==> config.mk <==
export PLATFORM = sky130hd
export DESIGN_NAME = nrisc_wishbone_master
export DESIGN_NICKNAME = d
export VERILOG_FILES = /design/src/rtl/nrisc_wshb_pkg.sv /design/src/rtl/nrisc_wshb_cnt.sv /design/src/rtl/nrisc_wishbone_master.sv
export SDC_FILE = /design/constraint.sdc
export NUM_CORES = 1
export LEC_CHECK = 0
export CORE_UTILIZATION = 40
export DETAILED_ROUTE_END_ITERATION = 6
export DONT_BUFFER_PORTS = 1
export MAX_ROUTING_LAYER = met4
export PLACE_DENSITY = 0.6
export SETUP_SLACK_MARGIN = 0.2
export SLEW_MARGIN = 20
export SYNTH_ARGS = -nofsm -noshare
export SYNTH_HDL_FRONTEND = slang
export SYNTH_SLANG_ARGS = --single-unit
==> constraint.sdc <==
create_clock -name WSHMSTR_CLKIN -period 2.1 [get_ports WSHMSTR_CLKIN]
set_input_delay 0.315 -clock WSHMSTR_CLKIN [delete_from_list [all_inputs] [get_ports WSHMSTR_CLKIN]]
set_output_delay 0.315 -clock WSHMSTR_CLKIN [all_outputs]
set_load 0.05 [all_outputs]
==> src/rtl/nrisc_wshb_pkg.sv <==
// rtl/nrisc_wshb_pkg.sv - shared Wishbone master/slave constants and state encoding
// Default widths and retry/timeout limits must agree with the NRISC-Aurora slave.
package nrisc_wshb_pkg;

    typedef enum logic [1:0] {
        ST_IDLE    = 2'd0,
        ST_BUS     = 2'd1,
        ST_BACKOFF = 2'd2,
        ST_DONE    = 2'd3
    } wshb_state_e;

    localparam int TAG_W          = 8;
    localparam int CNT_W          = 16;
    localparam int RETRY_W        = 8;
    localparam int WSHB_TAM       = 16;
    localparam int WSHB_MAX_RETRY = 3;
    localparam int WSHB_RETRY_GAP = 2;
    localparam int WSHB_TIMEOUT   = 255;

endpackage

==> src/rtl/nrisc_wshb_cnt.sv <==
// rtl/nrisc_wshb_cnt.sv - loadable down-counter with zero flag
// Load wins over decrement; the count saturates at zero.
module nrisc_wshb_cnt #(
    parameter int W = 16
) (
    input  logic         clk_i,
    input  logic         rst_i,
    input  logic         load_i,
    input  logic [W-1:0] load_val_i,
    input  logic         dec_i,
    output logic         zero_o
);

    logic [W-1:0] count_q;

    always_ff @(posedge clk_i) begin
        if (rst_i) begin
            count_q <= '0;
        end else if (load_i) begin
            count_q <= load_val_i;
        end else if (dec_i && (count_q != '0)) begin
            count_q <= count_q - W'(1);
        end
    end

    assign zero_o = (count_q == '0);

endmodule

==> src/rtl/nrisc_wishbone_master.sv <==
// rtl/nrisc_wishbone_master.sv - single-outstanding CPU to Wishbone classic master
// Optional bus watchdog enabled by defining WSHMSTR_TIMEOUT_EN.
module nrisc_wishbone_master
    import nrisc_wshb_pkg::*;
#(
    parameter int TAM       = WSHB_TAM,
    parameter int MAX_RETRY = WSHB_MAX_RETRY,
    parameter int RETRY_GAP = WSHB_RETRY_GAP,
    parameter int TIMEOUT   = WSHB_TIMEOUT
) (
    input  logic             WSHMSTR_CLKIN,
    input  logic             WSHMSTR_RSTIN,
    input  logic             CPU_REQ,
    input  logic             CPU_WREN,
    input  logic             CPU_LOCK,
    input  logic [TAM-1:0]   CPU_ADDR,
    input  logic [TAM-1:0]   CPU_WDATA,
    input  logic [TAM-1:0]   CPU_SEL,
    input  logic [TAG_W-1:0] CPU_TGA,
    input  logic [TAG_W-1:0] CPU_TGC,
    input  logic [TAG_W-1:0] CPU_TGD,
    output logic [TAM-1:0]   CPU_RDATA,
    output logic [TAG_W-1:0] CPU_RTGD,
    output logic             CPU_DONE,
    output logic             CPU_ERR,
    output logic             CPU_TOUT,
    output logic             CPU_BUSY,
    output logic [TAM-1:0]   WSHMSTR_ADDROUT,
    output logic [TAM-1:0]   WSHMSTR_DATAOUT,
    output logic [TAM-1:0]   WSHMSTR_SEL,
    output logic             WSHMSTR_WREN,
    output logic             WSHMSTR_STROBE,
    output logic             WSHMSTR_LOCKOUT,
    output logic [TAG_W-1:0] WSHMSTR_TGA,
    output logic [TAG_W-1:0] WSHMSTR_TGC,
    output logic [TAG_W-1:0] WSHMSTR_TGDOUT,
    input  logic [TAM-1:0]   WSHMSTR_DATAIN,
    input  logic [TAG_W-1:0] WSHMSTR_TGDIN,
    input  logic             WSHMSTR_ACK,
    input  logic             WSHMSTR_ERRIN,
    input  logic             WSHMSTR_RETRY
);

    localparam logic [RETRY_W-1:0] MAX_RETRY_C = RETRY_W'(MAX_RETRY);
    localparam logic [CNT_W-1:0]   GAP_LOAD    = (RETRY_GAP > 0) ? CNT_W'(RETRY_GAP - 1) : '0;
    localparam logic [CNT_W-1:0]   TO_LOAD     = (TIMEOUT > 0) ? CNT_W'(TIMEOUT - 1) : '0;

    wshb_state_e        state_q;
    logic [RETRY_W-1:0] retry_q;
    logic [RETRY_W-1:0] retry_d;
    logic               busy_q, done_q, err_q, tout_q;
    logic               strobe_q, lock_q, wren_q;
    logic [TAM-1:0]     addr_q, wdata_q, sel_q, rdata_q;
    logic [TAG_W-1:0]   tga_q, tgc_q, tgd_q, rtgd_q;

    logic               idle_like, in_bus, retry_to_backoff;
    logic               bo_load, bo_dec, bo_zero;
    logic [CNT_W-1:0]   bo_val;
    logic               term_tout;

    // DONE behaves like IDLE at its closing edge so a new request can be taken there.
    always_comb begin
        idle_like        = (state_q == ST_IDLE) || (state_q == ST_DONE);
        in_bus           = (state_q == ST_BUS);
        retry_d          = retry_q + RETRY_W'(1);
        retry_to_backoff = in_bus && !WSHMSTR_ACK && !WSHMSTR_ERRIN && WSHMSTR_RETRY
                           && (retry_d != MAX_RETRY_C);
        bo_load          = idle_like || retry_to_backoff;
        bo_val           = retry_to_backoff ? GAP_LOAD : '0;
        bo_dec           = (state_q == ST_BACKOFF);
    end

    nrisc_wshb_cnt #(.W(CNT_W)) u_backoff_cnt (
        .clk_i      (WSHMSTR_CLKIN),
        .rst_i      (WSHMSTR_RSTIN),
        .load_i     (bo_load),
        .load_val_i (bo_val),
        .dec_i      (bo_dec),
        .zero_o     (bo_zero)
    );

`ifdef WSHMSTR_TIMEOUT_EN
    logic             to_load, to_zero;
    logic [CNT_W-1:0] to_val;

    // Rearmed during every BACKOFF cycle, so each STROBE burst gets a full window.
    always_comb begin
        to_load   = !in_bus;
        to_val    = (state_q == ST_BACKOFF) ? TO_LOAD : '0;
        term_tout = in_bus && to_zero && !WSHMSTR_ACK && !WSHMSTR_ERRIN && !WSHMSTR_RETRY;
    end

    nrisc_wshb_cnt #(.W(CNT_W)) u_timeout_cnt (
        .clk_i      (WSHMSTR_CLKIN),
        .rst_i      (WSHMSTR_RSTIN),
        .load_i     (to_load),
        .load_val_i (to_val),
        .dec_i      (in_bus),
        .zero_o     (to_zero)
    );
`else
    logic unused_timeout;
    assign unused_timeout = ^TO_LOAD;
    assign term_tout      = 1'b0;
`endif

    always_ff @(posedge WSHMSTR_CLKIN) begin
        if (WSHMSTR_RSTIN) begin
            state_q  <= ST_IDLE;
            retry_q  <= '0;
            busy_q   <= 1'b0;
            done_q   <= 1'b0;
            err_q    <= 1'b0;
            tout_q   <= 1'b0;
            strobe_q <= 1'b0;
            lock_q   <= 1'b0;
            wren_q   <= 1'b0;
            addr_q   <= '0;
            wdata_q  <= '0;
            sel_q    <= '0;
            rdata_q  <= '0;
            tga_q    <= '0;
            tgc_q    <= '0;
            tgd_q    <= '0;
            rtgd_q   <= '0;
        end else begin
            done_q <= 1'b0;
            case (state_q)
                ST_IDLE, ST_DONE: begin
                    retry_q  <= '0;
                    err_q    <= 1'b0;
                    tout_q   <= 1'b0;
                    strobe_q <= 1'b0;
                    busy_q   <= CPU_REQ;
                    state_q  <= ST_IDLE;
                    if (CPU_REQ) begin
                        wren_q  <= CPU_WREN;
                        lock_q  <= CPU_LOCK;
                        addr_q  <= CPU_ADDR;
                        wdata_q <= CPU_WDATA;
                        sel_q   <= CPU_SEL;
                        tga_q   <= CPU_TGA;
                        tgc_q   <= CPU_TGC;
                        tgd_q   <= CPU_TGD;
                        state_q <= ST_BACKOFF;
                    end
                end
                ST_BACKOFF: begin
                    if (bo_zero) begin
                        strobe_q <= 1'b1;
                        state_q  <= ST_BUS;
                    end
                end
                ST_BUS: begin
                    if (WSHMSTR_ACK) begin
                        strobe_q <= 1'b0;
                        done_q   <= 1'b1;
                        err_q    <= 1'b0;
                        state_q  <= ST_DONE;
                        if (!wren_q) begin
                            rdata_q <= WSHMSTR_DATAIN;
                            rtgd_q  <= WSHMSTR_TGDIN;
                        end
                    end else if (WSHMSTR_ERRIN) begin
                        strobe_q <= 1'b0;
                        done_q   <= 1'b1;
                        err_q    <= 1'b1;
                        lock_q   <= 1'b0;
                        state_q  <= ST_DONE;
                    end else if (WSHMSTR_RETRY) begin
                        strobe_q <= 1'b0;
                        retry_q  <= retry_d;
                        if (retry_d == MAX_RETRY_C) begin
                            done_q  <= 1'b1;
                            err_q   <= 1'b1;
                            lock_q  <= 1'b0;
                            state_q <= ST_DONE;
                        end else begin
                            state_q <= ST_BACKOFF;
                        end
                    end else if (term_tout) begin
                        strobe_q <= 1'b0;
                        done_q   <= 1'b1;
                        err_q    <= 1'b1;
                        tout_q   <= 1'b1;
                        lock_q   <= 1'b0;
                        state_q  <= ST_DONE;
                    end
                end
                default: state_q <= ST_IDLE;
            endcase
        end
    end

    assign CPU_RDATA       = rdata_q;
    assign CPU_RTGD        = rtgd_q;
    assign CPU_DONE        = done_q;
    assign CPU_ERR         = err_q;
    assign CPU_TOUT        = tout_q;
    assign CPU_BUSY        = busy_q;
    assign WSHMSTR_ADDROUT = addr_q;
    assign WSHMSTR_DATAOUT = wdata_q;
    assign WSHMSTR_SEL     = sel_q;
    assign WSHMSTR_WREN    = wren_q;
    assign WSHMSTR_STROBE  = strobe_q;
    assign WSHMSTR_LOCKOUT = lock_q;
    assign WSHMSTR_TGA     = tga_q;
    assign WSHMSTR_TGC     = tgc_q;
    assign WSHMSTR_TGDOUT  = tgd_q;

endmodule
==> out/metrics.json <==
{
  "post-place-ws_ns": 0.153,
  "setup_violations": 0,
  "worst_pin_slew_ns": 0.569,
  "drt-initial-drc-count": 242,
  "placer_s_final_routability_congestion_estimate": 0.814,
  "worstRegToRegCells": 8,
  "n_antenna_cell": 0,
  "power-per-cell-area_mw_per_mm2": 1090,
  "htree_num_levels": 4,
  "postSynthRegisterBits": 128,
  "final_util": 0.491,
  "critPathLaunchType": "register",
  "fin_ws_ns": 0.225,
  "critical_path.endpoint_type": "register",
  "fmax_mhz": 533,
  "yosys.cell_types.count": 48,
  "timing.rr.start": "u_backoff_cnt.count_q[0]",
  "detailedPlacementHpwl_um": 8180,
  "whs_path_depth": 1,
  "ctsLongestPathBuffers": 2,
  "synth_warn": 0,
  "ys_async_sr_fraction": 0,
  "r2r_slack_ns": 0.23,
  "commonest_non_fill_non_tap_cell_in_the_layout": "sky130_fd_sc_hd__nand2_1",
  "syn_area_mm2": 0.00502,
  "netlist_instances": 635,
  "timing.critical_path.to": "u_backoff_cnt.count_q[8]",
  "end_of_the_worst_register_to_register_path": "u_backoff_cnt.count_q[8]",
  "cp_data_arrival_time_ns": 2.18,
  "fin_crit_sh": 0.893,
  "initial_cell_density_of_the_core": 0.414,
  "clock_skew_ns": 0.00787,
  "via_count": 4242,
  "synth.net_count": 746,
  "layout.cells.most_common_list": "201 x sky130_fd_sc_hd__nand2_1, 123 x sky130_fd_sc_hd__dfxtp_1, 112 x sky130_fd_sc_hd__a21oi_1, 34 x sky130_fd_sc_hd__nor2_1, 17 x sky130_fd_sc_hd__clkbuf_16",
  "detail_route.wirelength_um": 12100,
  "multiInputGateArea_mm2": 0.00233,
  "port-buffer-count": 0,
  "clock_latency_reported_for_the_late_side_of_the_worst_skew_pair_ns": 0.41,
  "crit_path_start": "u_backoff_cnt.count_q[0]",
  "drc_violations_left": 0,
  "design.core.area_mm2": 0.0121,
  "die-width_um": 114,
  "status": "complete, but fails checks",
  "p_total_mw": 6.49,
  "worst-path-max-fanout": 5,
  "postSynthAreaPerCell_um2": 7.90,
  "yosysTopAreaCellShare": 0.511,
  "tritoncts_clock_tree": "built",
  "grt_setup_unrepaired": "false",
  "critical_path.max_stage_delay_ns": 0.53,
  "die_y_um": 114,
  "wl_per_cell_um": 14.9,
  "cell_at_the_root_of_the_clock_tree": "sky130_fd_sc_hd__clkbuf_16",
  "antenna_found_initial": 0,
  "globalRouteTotalUtil": 0.190,
  "worst_setup_hold_path_clk_slew_ns": 0.05,
  "firstDrtPassIters": 5,
  "drv_cap": 0,
  "crit_path_top_delay_cell": "sky130_fd_sc_hd__or4bb_1",
  "finalCriticalPeriod_ns": 1.87,
  "filler_instances": 1195,
  "worst_hold_path_type": "in2reg",
  "number_of_sinks_on_the_clock_net": 128,
  "synthDominantAreaCellType": "sky130_fd_sc_hd__dfxtp_1",
  "worstSetupPathDepth": 8,
  "vias_per_cell": 5.25,
  "worst_endpoint_required_time_ns": 2.40,
  "drive_gt1_frac": 0.114,
  "slew-limit-headroom": 0.620,
  "synth_top_cells_by_area": "sky130_fd_sc_hd__dfxtp_1 51%, sky130_fd_sc_hd__nand2_1 15%, sky130_fd_sc_hd__a21oi_1 11%",
  "die_area_mm2": 0.0130,
  "crit_buf_inv": 2,
  "synth_edf_count": 0,
  "layout.area.seq_mm2": 0.00257,
  "maxSlewViolCount": 0,
  "synth_seq_area_share": 0.511,
  "failed_checks": "negative hold slack",
  "ports": 207,
  "rows": 40,
  "timing.setup.critical_path_class": "reg2reg",
  "area.growth.synth_to_final_pct": 18.5,
  "cpLargestDelayFamily": "simple AND/OR/NAND/NOR gates",
  "timing_hold_violations_final": 11,
  "vias_in_the_first_global_route": 3888,
  "grt_overflow_total": 0,
  "synth_top_flop_cell": "sky130_fd_sc_hd__dfxtp_1",
  "pin_count_of_the_biggest_net_entering_global_routing": 115,
  "crit_chain": "inv_2, ha_2, nor3b_4, buf_4, nand4b_1, or4bb_1, xor2_1, nor2_1",
  "p_leak_nw": 2.17,
  "final_net_count": 738,
  "cts_inserted_buffers": 17,
  "totalNegativeSetupSlack_ns": 0,
  "worst_ir_drop_vdd_mv": 0.527,
  "final.hold.worst_slack_ns": -0.0182,
  "grt_pass1_wl_um": 18600,
  "antenna_left": 0
}
[metrics by stage]
stage | area, um^2 | std cells
after floorplan | 5020 | 635
after global placement | 5190 | 773
after detailed placement | 5190 | 773
after CTS | 5860 | 805
after global routing | 5950 | 808
final | 5950 | 808
[cell usage after synthesis (3+ instances only)]
cell type	count
sky130_fd_sc_hd__nand2_1	202
sky130_fd_sc_hd__dfxtp_1	128
sky130_fd_sc_hd__a21oi_1	112
sky130_fd_sc_hd__clkbuf_1	39
sky130_fd_sc_hd__nor2_1	34
sky130_fd_sc_hd__nand3_1	12
sky130_fd_sc_hd__xor2_1	11
sky130_fd_sc_hd__nor3_1	8
sky130_fd_sc_hd__ha_1	7
sky130_fd_sc_hd__inv_1	7
sky130_fd_sc_hd__nand4b_1	7
sky130_fd_sc_hd__o21ai_0	6
sky130_fd_sc_hd__nand4_1	5
sky130_fd_sc_hd__nor4_1	4
sky130_fd_sc_hd__a211oi_1	3
sky130_fd_sc_hd__a21o_1	3
sky130_fd_sc_hd__buf_1	3
sky130_fd_sc_hd__nor3b_1	3
sky130_fd_sc_hd__xnor2_1	3
[what timing repair did]
| action | 4_1_cts | 5_1_grt |
|---|---|---|
| resized for setup | 2 | 20 |
| buffers inserted | 0 | 3 |
| hold endpoints to repair | 111 | 98 |
| setup endpoints to repair | 2 | 27 |
| cloned | 0 | 0 |
| pin swaps | 0 | 6 |
[flip-flops by register name (all words and copies together) (netlist names)]
| name | cells |
|---|---|
| CPU_RDATA | 16 |
| CPU_DONE | 1 |
| WSHMSTR_SEL | 16 |
| WSHMSTR_TGDOUT | 8 |
| WSHMSTR_TGC | 8 |
| retry_q | 8 |
| CPU_RTGD | 8 |
| WSHMSTR_ADDROUT | 16 |
| u_backoff_cnt.count_q | 16 |
| WSHMSTR_TGA | 8 |
| WSHMSTR_LOCKOUT | 1 |
| CPU_ERR | 1 |
| WSHMSTR_WREN | 1 |
| CPU_BUSY | 1 |
| state_q | 2 |
| WSHMSTR_DATAOUT | 16 |
| WSHMSTR_STROBE | 1 |
[worst register-to-register path: cells and delay by family, from the launching register on]
family	cells	cell delay, ns
AND/OR/NAND/NOR	4	0.90
adder cells (fa/ha/maj)	1	0.16
XOR/XNOR	1	0.17
buffers and inverters	2	0.19
flip-flops	1	0.35
[worst min path at each step]
| stage | start | end | slack, ns |
|---|---|---|---|
| 3_3_place_gp | WSHMSTR_RSTIN | retry_q[4] | 0.40 |
| 6_report | WSHMSTR_RSTIN | WSHMSTR_LOCKOUT | -0.02 |
| 2_1_floorplan | WSHMSTR_DATAIN[4] | CPU_RDATA[4] | 0.45 |
| 3_5_place_dp | WSHMSTR_RSTIN | retry_q[7] | 0.40 |
| 4_1_cts | WSHMSTR_RSTIN | CPU_RDATA[11] | -0.04 |
| 5_1_grt | WSHMSTR_RSTIN | WSHMSTR_SEL[2] | -0.05 |
[final cells by class]
type                       instances  share of cell area
tap                              168              0.0353
timing repair buffer              17              0.0257
inverter                           7             0.00442
sequential                       128               0.432
clock buffer                      24              0.0861
clock inverter                     8              0.0250
multi-input combinational        456               0.391
[cell families after synthesis]
family	share of synthesized area
XOR/XNOR	0.0244
other	0.000747
flip-flops	0.511
adder cells (fa/ha/maj)	0.0175
buffers and inverters	0.0391
multiplexers	0.00399
AO/OA/AOI/OAI	0.150
AND/OR/NAND/NOR	0.254
[power by group]
group          switching, mW  internal, mW
combinational          0.203         0.128
clock                   1.04          2.18
sequential             0.414          2.53
total                   1.65          4.84
[routing by layer]
metal	vias up	track usage	routed length, um	share of wire
li1	2110	-	-	-
met1	1947	0.211	4900	0.41
met2	168	0.297	5900	0.49
met3	17	0.0808	1070	0.089
met4	0	0.0831	193	0.016
met5	-	-	0	0
Power figures use the tool's default switching activity.
